<file path="src/rtl/mailbox_write_arbiter.sv">
// Round-robin N-master write front end for the mailbox register file.
// Each winning request is checked against its master's writable-address bitmap.
module mailbox_write_arbiter #(
    parameter int NUM_MASTERS    = 3,
    parameter int ADDR_WIDTH     = 8,
    parameter int DATA_WIDTH     = 8,
    parameter logic [NUM_MASTERS*(2**ADDR_WIDTH)-1:0] WRITABLE_MAP = '0,
    parameter int VIOL_CNT_WIDTH = 8,
    localparam int MIDX_WIDTH    = (NUM_MASTERS > 1) ? $clog2(NUM_MASTERS) : 1
) (
    input  logic                                   clk,
    input  logic                                   i_resetn,
    input  logic [NUM_MASTERS-1:0]                 i_req_valid,
    input  logic [NUM_MASTERS*ADDR_WIDTH-1:0]      i_req_addr,
    input  logic [NUM_MASTERS*DATA_WIDTH-1:0]      i_req_data,
    output logic [NUM_MASTERS-1:0]                 o_req_ready,
    output logic [NUM_MASTERS-1:0]                 o_req_denied,
    output logic                                   o_wr_en,
    output logic [ADDR_WIDTH-1:0]                  o_wr_addr,
    output logic [DATA_WIDTH-1:0]                  o_wr_data,
    output logic [MIDX_WIDTH-1:0]                  o_wr_master,
    input  logic                                   i_wr_ready,
    input  logic                                   i_clear_violations,
    output logic [NUM_MASTERS*VIOL_CNT_WIDTH-1:0]  o_violation_count
);

    localparam int NUM_ADDRS = 2**ADDR_WIDTH;
    localparam logic [VIOL_CNT_WIDTH-1:0] CNT_MAX = '1;
    localparam logic [MIDX_WIDTH-1:0] LAST_RESET = MIDX_WIDTH'(NUM_MASTERS - 1);

    logic [MIDX_WIDTH-1:0] last_grant;
    logic                  stage_free;
    logic                  found;
    logic                  consume;
    logic                  permitted;
    logic [MIDX_WIDTH-1:0] grant_idx;
    logic [ADDR_WIDTH-1:0] grant_addr;
    logic [DATA_WIDTH-1:0] grant_data;

    assign stage_free = !o_wr_en || i_wr_ready;

    // Search from the master after the last one served, wrapping around.
    always_comb begin
        int cand;
        cand       = 0;
        found      = 1'b0;
        permitted  = 1'b0;
        grant_idx  = '0;
        grant_addr = '0;
        grant_data = '0;
        for (int off = 1; off <= NUM_MASTERS; off++) begin
            cand = (int'(last_grant) + off) % NUM_MASTERS;
            if (!found && i_req_valid[cand]) begin
                found      = 1'b1;
                grant_idx  = MIDX_WIDTH'(cand);
                grant_addr = i_req_addr[cand*ADDR_WIDTH +: ADDR_WIDTH];
                grant_data = i_req_data[cand*DATA_WIDTH +: DATA_WIDTH];
                permitted  = WRITABLE_MAP[cand*NUM_ADDRS + int'(i_req_addr[cand*ADDR_WIDTH +: ADDR_WIDTH])];
            end
        end
    end

    // Gating with reset keeps requests from being acknowledged while held in reset.
    assign consume = found && stage_free && i_resetn;

    always_comb begin
        o_req_ready  = '0;
        o_req_denied = '0;
        if (consume) begin
            o_req_ready[grant_idx]  = 1'b1;
            o_req_denied[grant_idx] = !permitted;
        end
    end

    always_ff @(posedge clk or negedge i_resetn) begin
        if (!i_resetn) begin
            last_grant <= LAST_RESET;
        end else if (consume) begin
            last_grant <= grant_idx;
        end
    end

    // Output stage: reload on a permitted grant, otherwise drain when accepted.
    always_ff @(posedge clk or negedge i_resetn) begin
        if (!i_resetn) begin
            o_wr_en     <= 1'b0;
            o_wr_addr   <= '0;
            o_wr_data   <= '0;
            o_wr_master <= '0;
        end else if (consume && permitted) begin
            o_wr_en     <= 1'b1;
            o_wr_addr   <= grant_addr;
            o_wr_data   <= grant_data;
            o_wr_master <= grant_idx;
        end else if (i_wr_ready) begin
            o_wr_en     <= 1'b0;
        end
    end

    for (genvar m = 0; m < NUM_MASTERS; m++) begin : g_viol
        logic [VIOL_CNT_WIDTH-1:0] cnt;
        logic                      deny;

        assign deny = o_req_denied[m];

        // A clear coinciding with a denial counts that denial.
        always_ff @(posedge clk or negedge i_resetn) begin
            if (!i_resetn) begin
                cnt <= '0;
            end else if (i_clear_violations) begin
                cnt <= VIOL_CNT_WIDTH'(deny);
            end else if (deny && cnt != CNT_MAX) begin
                cnt <= cnt + 1'b1;
            end
        end

        assign o_violation_count[m*VIOL_CNT_WIDTH +: VIOL_CNT_WIDTH] = cnt;
    end

endmodule

</file>
<file path="config.mk">
export PLATFORM = sky130hd
export DESIGN_NAME = mailbox_write_arbiter
export DESIGN_NICKNAME = d
export VERILOG_FILES = /design/src/rtl/mailbox_write_arbiter.sv
export SDC_FILE = /design/constraint.sdc
export NUM_CORES = 1
export LEC_CHECK = 0
export CAP_MARGIN = 10
export CORE_MARGIN = 2
export CORE_UTILIZATION = 50
export DETAILED_ROUTE_END_ITERATION = 16
export DONT_BUFFER_PORTS = 1
export GPL_ROUTABILITY_DRIVEN = 0
export PLACE_DENSITY = 0.64
export SLEW_MARGIN = 10
export SYNTH_ARGS = -nofsm -noshare
export SYNTH_HDL_FRONTEND = slang
export SYNTH_SLANG_ARGS = --single-unit
</file>
<file path="constraint.sdc">
create_clock -name clk -period 2.7 [get_ports clk]
set_input_delay 0.27 -clock clk [delete_from_list [all_inputs] [get_ports clk]]
set_output_delay 0.27 -clock clk [all_outputs]
set_load 0.05 [all_outputs]
</file>
==> out/qor.yml, run 1 <==
grt_first_pass_wirelength_mm: 7.16
num-fill-cells: 349
ys_warn_count: 0
report.final.slew_viol_count: 0
worst_pin_slew_ns: 0.616
whs_ns: 0.0554
r2r-end: "g_viol[0].cnt[3]"
cts_htree_levels: 1
p_int_uw: 910
drt-total-wl_mm: 4.16
core_sq_mm: 0.00363
tns_ns: 0
fp.dieArea_sq_mm: 0.00427
postRouteAntennaNets: 0
fp.dieW_microns: 65.4
wl_met1_mm: 1.89
rr_startpoint: "last_grant[1]"
clk_latency_ns: 0.27
cts_num_sinks: 26
reg2regPathDepth: 9
initial_core_util_pct: 51.8
path_cells: "ha_2 > and2b_1 > o211ai_1 > nand2_1 > o21ba_2 > buf_12"
crit_required_ns: 2.43
multi_input_area_sq_mm: 0.00108
cts_tree: "done"
dp_hpwl_mm: 2.99
reg2reg_slack_ns: 0.15
status: "finished clean"
clk_pin_slew_worst_paths_ns: 0.09
placementRows: 22
hold_path_end: "g_viol[2].cnt[4]"
drc: 0
area_growth_pct: 11.1
min_path_cells: 1
antenna_found_initial: 0
slowest_delay_ns: 0.55
hold_viol_final: 0
critical_path_class: "reg -> out"
cp_max_fo: 8
grt_pass1_vias: 1623
holdCritStartpoint: "i_clear_violations"
finClkSkew_ns: 0.00587
drtPass1Iterations: 4
nets: 299
endpoint_kind: "output pin"
syn_avg_cell_area_sq_um: 8.56
synth_edf_count: 0
num_io_pins: 104
top_layer: "met4"
final_area_sq_mm: 0.00209
slew_headroom_pct: 59.0
fin_cells: 285
vias: 1651
switchingPower_uw: 882
drive_above_1_share_pct: 16.9
grt_overflow: 0
die-height_microns: 65.4
power_leakage_uw: 0.000947
placed_area_sq_mm: 0.00193
first_iter_violations: 76
met2_length_mm: 2.01
ys_types: 51
critical_path.slowest_cell: "dfstp_2"
clock_path_buffers: 2
setup_viol: 0
hold_class: "in -> reg"
seq_area_sq_um: 652
synth-seq-cells: 26
numPortBuffers: 0
diodes: 0
clock.fmax_ghz: 0.388
yosysSeqAreaShare_pct: 34.6
ir_worst_vdd_mv: 0.490
worstPathArrival_ns: 2.31
fin_crit_ns: 2.58
sequentialPowerShare_pct: 25.9
vias_per_cell: 5.79
synthCells: 220
power_density_mw_per_mm2: 856
grt_max_degree: 27
met3_length_microns: 241
grt_usage_pct: 20.9
cts_buffers: 3
avgRoutedWirePerCell_microns: 14.6
critPathLaunchType: "register"
postLayoutCoreUtil_pct: 57.6
ys_async_sr_fraction_pct: 100
ys.flop_type: "dfrtp_1"
place_inst: 275
maxCapViolCount: 0
switching_share_pct: 49.2
fin_crit_sh_pct: 95.5
comb_power_share_pct: 61.6
synth_area_sq_mm: 0.00188
root_buffer: "clkbuf_8"
p_clk_share_pct: 12.5
## flip-flops by register name (all words and copies together), names as in the netlist
| signal | flops |
|---|---|
| g_viol.cnt | 24 |
| last_grant | 2 |
## cells in the final DEF, fill, tap and decap left out, types with 3 or more instances in the layout
cell type  count
o31ai_1        3
nor2b_1        4
a21oi_1       18
a21o_1         3
and3_1         7
nor2_1        16
nand3_1       13
nor3_1         5
inv_1          9
dfrtp_1       25
nand2_1       11
o21ai_0       13
or3_1          6
ha_1           4
buf_4         20
mux2i_1        3
buf_12         3
o21a_1         4
a41oi_1        3
clkbuf_8       3
conb_1        19
## routing by layer
layer | track usage [%] | vias to the layer above
li1 | - | 795
met2 | 35.7 | 59
met5 | 0 | -
met4 | 7.03 | 0
met3 | 3.94 | 4
met1 | 26.6 | 793
## cells in the mapped netlist (4+ instances only)
master    n  share of area [%]
dfrtp_1  25                 33
buf_4    23                9.2
a21oi_1  18                4.8
nor2_1   16                3.2
nand3_1  13                3.5
o21ai_0  13                3.5
nand2_1  11                2.2
inv_1     9                1.8
and3_1    7                2.3
ha_1      6                4.0
or3_1     6                2.0
nor3_1    5                1.3
nor2b_1   4                1.3
o21a_1    4                1.6
## kinds of logic (layout without fill, tap and decap cells)
logic type | count (synthesis) | after routing | share of synthesized area [%]
xor+xnor | 2 | 2 | 0.930
simple gates | 79 | 79 | 22.4
other cells | 1 | 19 | 0.199
buf+inv | 38 | 37 | 13.4
compound gates | 64 | 64 | 22.3
mux | 4 | 4 | 2.19
flops | 26 | 26 | 34.6
fa+ha+maj | 6 | 6 | 3.99
## worst max path at each step
stage	startpoint	to	slack [ns]
2_1_floorplan	last_grant[1]	o_req_ready[1]	0.18
3_3_place_gp	last_grant[1]	g_viol[2].cnt[5]	0.23
3_5_place_dp	last_grant[1]	g_viol[2].cnt[5]	0.16
4_1_cts	last_grant[0]	o_req_denied[0]	0.005
5_1_grt	last_grant[1]	g_viol[0].cnt[3]	-0.008
6_report	last_grant[1]	o_req_denied[0]	0.12
## layout make-up
type	instances	area share, %
Multi-Input combinational cell	174	51.7
Clock buffer	4	2.15
Timing Repair Buffer	24	10.5
Inverter	9	1.61
Tap cell	48	2.87
Sequential cell	26	31.2
## what timing repair did
action,4_1_cts,5_1_grt
endpoints found under the hold margin,26,0
resized for setup,2,11
setup endpoints to repair,6,8
setup buffers,1,3
pin swaps,1,2
hold buffers,2,0
## through the flow
stage	setup slack, ns	power (uW)
global placement	0.230	1380
detailed placement	0.158	1430
global route	-0.00828	1910
finish	0.120	1790
floorplan	0.177	1290
CTS	0.00455	1690
## critical path, delay by kind of cell (launching register included)
kind,cells,cell delay (ns)
flip-flops,1,0.55
AO/OA/AOI/OAI,2,0.60
AND/OR/NAND/NOR,2,0.38
adder cells (fa/ha/maj),1,0.32
buffers and inverters,1,0.19
## power groups by stage
stage	sequential (uW)	combinational [uW]	clock, uW
2_1_floorplan	569	721	0
3_3_place_gp	467	916	0
3_5_place_dp	472	953	0
4_1_cts	464	989	232
5_1_grt	471	1190	249
6_report	464	1100	225
Note: power is estimated with default switching activity, not from simulation.
==> run 2, diff against run 1 <==
Clock period 2.7 ns to 2.5 ns, I/O delays scaled along.
==> out/qor.yml, run 2 (synthesis results as in run 1) <==
status: "finished clean"  # unchanged
placementRows: 22  # unchanged
num_io_pins: 104  # unchanged
placed_area_sq_mm: 0.00200  # was 0.00193 sq mm
reg2regPathDepth: 9  # unchanged
drt-total-wl_mm: 4.69  # was 4.16 mm
min_path_cells: 1  # unchanged
grt_overflow: 0  # unchanged
numPortBuffers: 0  # unchanged
drtPass1Iterations: 4  # unchanged
nets: 317  # was 299
rsz0062_at_grt: "true"
final_area_sq_mm: 0.00234  # was 0.00209 sq mm
fin_crit_sh_pct: 99.1
endpoint_kind: "output pin"  # unchanged
fp.dieArea_sq_mm: 0.00427  # unchanged
cp-startpoint: "last_grant[1]"  # unchanged
cts_htree_levels: 1  # unchanged
clock_path_buffers: 2  # unchanged
final_cell_mix: "35 x buf_4, 25 x dfrtp_1, 19 x conb_1"  # was 25 x dfrtp_1, 20 x buf_4, 19 x conb_1
clk_pin_slew_worst_paths_ns: 0.09  # about the same
setup.worst_path.end: "o_req_denied[1]"  # was o_req_denied[0]
grt_first_pass_wirelength_mm: 7.68  # was 7.16 mm
grt_usage_pct: 22.7  # was 20.9%
postRouteAntennaNets: 0  # unchanged
reg2reg_slack_ns: 0.08  # was 0.15 ns
area_growth_pct: 24.4  # was 11.1%
hold_viol_final: 0  # unchanged
crit_required_ns: 2.25  # was 2.43 ns
clock.fmax_ghz: 0.404
report.final.slew_viol_count: 0  # unchanged
rr_startpoint: "last_grant[1]"  # unchanged
fp.dieW_microns: 65.4  # unchanged
core_sq_mm: 0.00363  # unchanged
first_iter_violations: 50  # was 76
avgRoutedWirePerCell_microns: 15.5  # was 14.6 microns
power_density_mw_per_mm2: 982  # was 856 mW/mm^2
r2r-end: "g_viol[0].cnt[3]"  # unchanged
regMostFlops: "g_viol.cnt"  # unchanged
power_leakage_uw: 0.00106  # was 0.000947 uW
cp_max_fo: 6  # was 8
layout_commonest_cell: "buf_4"  # was dfrtp_1
drive_above_1_share_pct: 28.2  # was 16.9%
preCtsSetupSlack_ns: 0.0585  # was 0.158 ns
fin_cells: 303  # was 285
setup_ws_ns: 0.0235  # was 0.120 ns
worstPathArrival_ns: 2.23  # was 2.31 ns
finClkSkew_ns: 0.00148  # was 0.00587 ns
place_inst: 282  # was 275
vias_per_cell: 5.72  # was 5.79
critPathLaunchType: "register"  # unchanged
critical_path_class: "reg -> out"  # unchanged
fin_crit_ns: 2.48
largest_reg_flops: 24  # unchanged
root_buffer: "clkbuf_8"  # unchanged
antenna_found_initial: 0  # unchanged
diodes: 0  # unchanged
ir_worst_vdd_mv: 0.663  # was 0.490 mV
setup_viol: 0  # unchanged
clk_latency_ns: 0.27  # about the same
cts_tree: "done"  # unchanged
slew_headroom_pct: 58.6  # was 59.0%
vias: 1733  # was 1,651
drc: 0  # unchanged
cts_num_sinks: 26  # unchanged
die-height_microns: 65.4  # unchanged
top_regs: "g_viol.cnt (24), last_grant (2)"  # unchanged
initial_core_util_pct: 51.8  # unchanged
dp_hpwl_mm: 3.12  # was 2.99 mm
grt_max_degree: 27  # unchanged
hold_class: "in -> reg"  # unchanged
cts_buffers: 3  # unchanged
grt_pass1_vias: 1707  # was 1,623
maxCapViolCount: 0  # unchanged
worst_pin_slew_ns: 0.622  # was 0.616 ns
==> run 2: cell count changes in the layout (fill, tap and decap cells not counted), moves of 2 or more <==
cell / previous run / this run
buf_4: 20 / 35
ha_4: 0 / 2
ha_2: 2 / 0
a21oi_2: 0 / 4
a21oi_1: 18 / 14
==> run 2: power breakdown <==
part | internal, uW | leakage (uW) | switching (uW)
registers | 470 | 0.000356 | 35.5
logic | 559 | 0.000665 | 884
clock network | 215 | 0.0000357 | 136
==> run 2: how the worst min path moves through the flow <==
| stage | start | to | slack (ns) |
|---|---|---|---|
| 3_3_place_gp | i_resetn | g_viol[1].cnt[6] | -0.05 |
| 6_report | i_clear_violations | g_viol[0].cnt[7] | 0.02 |
| 2_1_floorplan | i_resetn | g_viol[0].cnt[0] | -0.05 |
| 4_1_cts | i_clear_violations | g_viol[2].cnt[4] | 0.02 |
| 5_1_grt | i_clear_violations | g_viol[2].cnt[4] | 0.001 |
| 3_5_place_dp | i_resetn | g_viol[1].cnt[6] | -0.05 |
==> run 2: repair_timing <==
action	4_1_cts	5_1_grt
setup endpoints to repair	6	15
hold endpoints to repair	26	1
pin swaps	3	9
hold buffers	2	1
gates resized for setup	11	20
buffers inserted	9	6
==> run 2: per-layer routing <==
layer	vias to the layer above	wire length (microns)	global-route usage (%)
met5	-	0	0
met4	0	78	9.64
met3	9	236	4.11
met2	56	2410	38.5
met1	840	1960	28.4
li1	828	-	-
==> run 2: final cells by class <==
type	count	area, sq um
clock buffers	3	41.3
clock inverters	1	30.0
fillers	302	1290
inverters	9	37.5
multi-input cells	174	1150
flip-flops and latches	26	652
well taps	48	60.1
repair buffers	42	369
==> run 2: stage by stage <==
stage | total power, uW | hold WS, ns | setup TNS, ns | util [%]
after floorplan | 1400 | -0.0456 | 0 | -
after global placement | 1550 | -0.0450 | 0 | 55.0
after detailed placement | 1590 | -0.0452 | 0 | 55.0
after CTS | 2070 | 0.0167 | -0.0124 | 60.8
after global routing | 2440 | 0.00123 | -0.192 | 64.5
final | 2300 | 0.0223 | 0 | 64.5
==> run 2: worst max-delay path, stage by stage (launching register included) <==
cell        delay (ns)
dfstp_2           0.58
ha_4              0.23
and2b_2           0.22
o211ai_1          0.24
nand2_1           0.16
a21o_4            0.24
clkinvlp_4        0.10
buf_12            0.17
==> run 3, diff against run 2 <==
Settings changed: CELL_PAD_IN_SITES_DETAIL_PLACEMENT set to 1, CELL_PAD_IN_SITES_GLOBAL_PLACEMENT set to 1, CORE_ASPECT_RATIO set to 1.5, CORE_UTILIZATION 50 to 44, PLACE_DENSITY 0.64 to 0.78.
==> out/qor.yml, run 3 (synthesis results as in run 1) <==
status: "finished clean"  # unchanged
fin_crit_sh_pct: 98.0  # was 99.1%
holdCritStartpoint: "i_clear_violations"  # unchanged
setup_viol: 0  # unchanged
postRouteAntennaNets: 0  # unchanged
fp.dieArea_sq_mm: 0.00483  # was 0.00427 sq mm
grt_pass1_vias: 1920  # was 1,707
initial_core_util_pct: 45.1  # was 51.8%
vias: 1781  # was 1,733
clock_path_buffers: 2  # unchanged
switchingPower_uw: 1090  # was 1060 uW
die-height_microns: 84.1  # was 65.4 microns
drt-total-wl_mm: 5.62  # was 4.69 mm
num_io_pins: 104  # unchanged
clk_pin_slew_worst_paths_ns: 0.10  # was 0.09 ns
layout_commonest_cell: "buf_4"  # unchanged
cp-startpoint: "last_grant[1]"  # unchanged
sequentialPowerShare_pct: 21.8  # was 22.0%
nets: 326  # was 317
cts_tree: "done"  # unchanged
top_regs: "g_viol.cnt (24), last_grant (2)"  # unchanged
cp_num_buf_inv: 2  # unchanged
numPortBuffers: 0  # unchanged
endpoint_kind: "output pin"  # unchanged
antenna_found_initial: 0  # unchanged
drtPass1Iterations: 4  # unchanged
critical_path_class: "reg -> out"  # unchanged
drc: 0  # unchanged
ir_worst_vdd_mv: 0.646  # was 0.663 mV
num-fill-cells: 512  # was 302
largest_reg_flops: 24  # unchanged
critical_path.slowest_cell: "dfstp_2"  # unchanged
vias_per_cell: 5.75  # was 5.72
slowest_delay_ns: 0.58  # about the same
drive_above_1_share_pct: 30.3  # was 28.2%
regMostFlops: "g_viol.cnt"  # unchanged
slew_headroom_pct: 60.4  # was 58.6%
cts_htree_levels: 1  # unchanged
clock.fmax_ghz: 0.408  # was 0.404 GHz
finClkSkew_ns: 0.0113  # was 0.00148 ns
report.final.slew_viol_count: 0  # unchanged
rr_startpoint: "last_grant[1]"  # unchanged
p_int_uw: 1230  # was 1240 uW
p_clk_share_pct: 10.6  # was 15.3%
place_inst: 295  # was 282
clk_latency_ns: 0.27  # about the same
avgRoutedWirePerCell_microns: 18.1  # was 15.5 microns
critPathLaunchType: "register"  # unchanged
grt_first_pass_wirelength_mm: 8.96  # was 7.68 mm
worstPathArrival_ns: 2.20  # was 2.23 ns
hold_viol_final: 0  # unchanged
cp_max_fo: 6  # unchanged
fin_cells: 310  # was 303
dp_hpwl_mm: 3.83  # was 3.12 mm
path_cells: "ha_4 > and2b_1 > o211ai_1 > nand2_1 > buf_4 > o21ba_4 > buf_12"  # was ha_4 > and2b_2 > o211ai_1 > nand2_1 > a21o_4 > clkinvlp_4 > buf_12
final_cell_mix: "44 x buf_4, 25 x dfrtp_1, 19 x conb_1"  # was 35 x buf_4, 25 x dfrtp_1, 19 x conb_1
hold_class: "in -> reg"  # unchanged
tns_ns: 0  # unchanged
comb_power_share_pct: 67.6  # was 62.8%
power_density_mw_per_mm2: 977  # was 982 mW/mm^2
worst_pin_slew_ns: 0.594  # was 0.622 ns
area_growth_pct: 26.2  # was 24.4%
maxCapViolCount: 0  # unchanged
grt_max_degree: 27  # unchanged
power_leakage_uw: 0.00108  # was 0.00106 uW
diodes: 0  # unchanged
grt_usage_pct: 23.3  # was 22.7%
root_buffer: "clkbuf_8"  # unchanged
first_iter_violations: 49  # was 50
crit_required_ns: 2.25  # about the same
path_delay_family: "flip-flops"  # unchanged
core_sq_mm: 0.00417  # was 0.00363 sq mm
placementRows: 29  # was 22
cts_buffers: 3  # unchanged
cts_num_sinks: 26  # unchanged
switching_share_pct: 47.0  # was 45.9%
grt_overflow: 0  # unchanged
rsz0062_at_grt: "true"  # unchanged
fin_crit_ns: 2.45  # was 2.48 ns
fp.dieW_microns: 57.4  # was 65.4 microns
run 3: worst reg2reg max path, delay by kind of cell (launching register included):
family	cells	cell delay [ns]
AND/OR/NAND/NOR	1	0.50
AO/OA/AOI/OAI	5	0.87
buffers and inverters	1	0.16
adder cells (fa/ha/maj)	1	0.23
flip-flops	1	0.58
run 3: layout make-up:
class / count / area, sq um / area share [%]
inverters: 9 / 37.5 / 1.58
repair buffers: 51 / 443 / 18.6
flip-flops and latches: 26 / 652 / 27.4
well taps: 46 / 57.6 / 2.42
clock buffers: 4 / 45.0 / 1.90
multi-input cells: 174 / 1140 / 48.0
run 3: worst paths after layout:
check,to,slack [ns],cells past startpoint
max in group asynchronous,last_grant[1],1.86,2
hold reg to reg,last_grant[1],0.56,2
min in group asynchronous,g_viol[0].cnt[3],0.40,2
setup / recovery,o_req_denied[0],0.05,7
hold / removal,g_viol[0].cnt[7],0.03,1
setup reg to reg,g_viol[2].cnt[3],0.07,8
run 3: power by group through the flow:
stage	registers, uW	logic (uW)	clock network [uW]
6_report	505	1570	247
5_1_grt	510	1680	265
4_1_cts	499	1430	255
3_5_place_dp	504	1260	0
3_3_place_gp	501	1220	0
2_1_floorplan	614	783	0
run 3: layer usage:
metal / global-route usage, % / share of wire (%) / wire length, microns / vias to the layer above
li1: - / - / - / 842
met5: 0 / 0 / 0 / -
met3: 4.81 / 5.4 / 302 / 6
met4: 5.92 / 1.7 / 95 / 0
met1: 25.7 / 37 / 2050 / 887
met2: 43.7 / 56 / 3170 / 46
run 3: metrics by stage:
step | power [uW] | setup WS, ns | utilization (%) | area [sq um] | hold slack (ns)
floorplan | 1400 | 0.0316 | - | 1950 | -0.0456
global placement | 1730 | -0.0558 | 50.5 | 2110 | -0.0444
detailed placement | 1760 | -0.0880 | 50.5 | 2110 | -0.0445
CTS | 2190 | 0.0155 | 54.5 | 2270 | 0.0266
global route | 2460 | -0.0397 | 56.9 | 2380 | 0.0128
finish | 2320 | 0.0506 | 56.9 | 2380 | 0.0257
run 3: what timing repair did:
item,in CTS,in global routing
gates resized for setup,18,15
pin swaps,4,10
hold buffers,2,0
endpoints found under the hold margin,26,0
endpoints found under the setup margin,10,14
buffers inserted,3,6
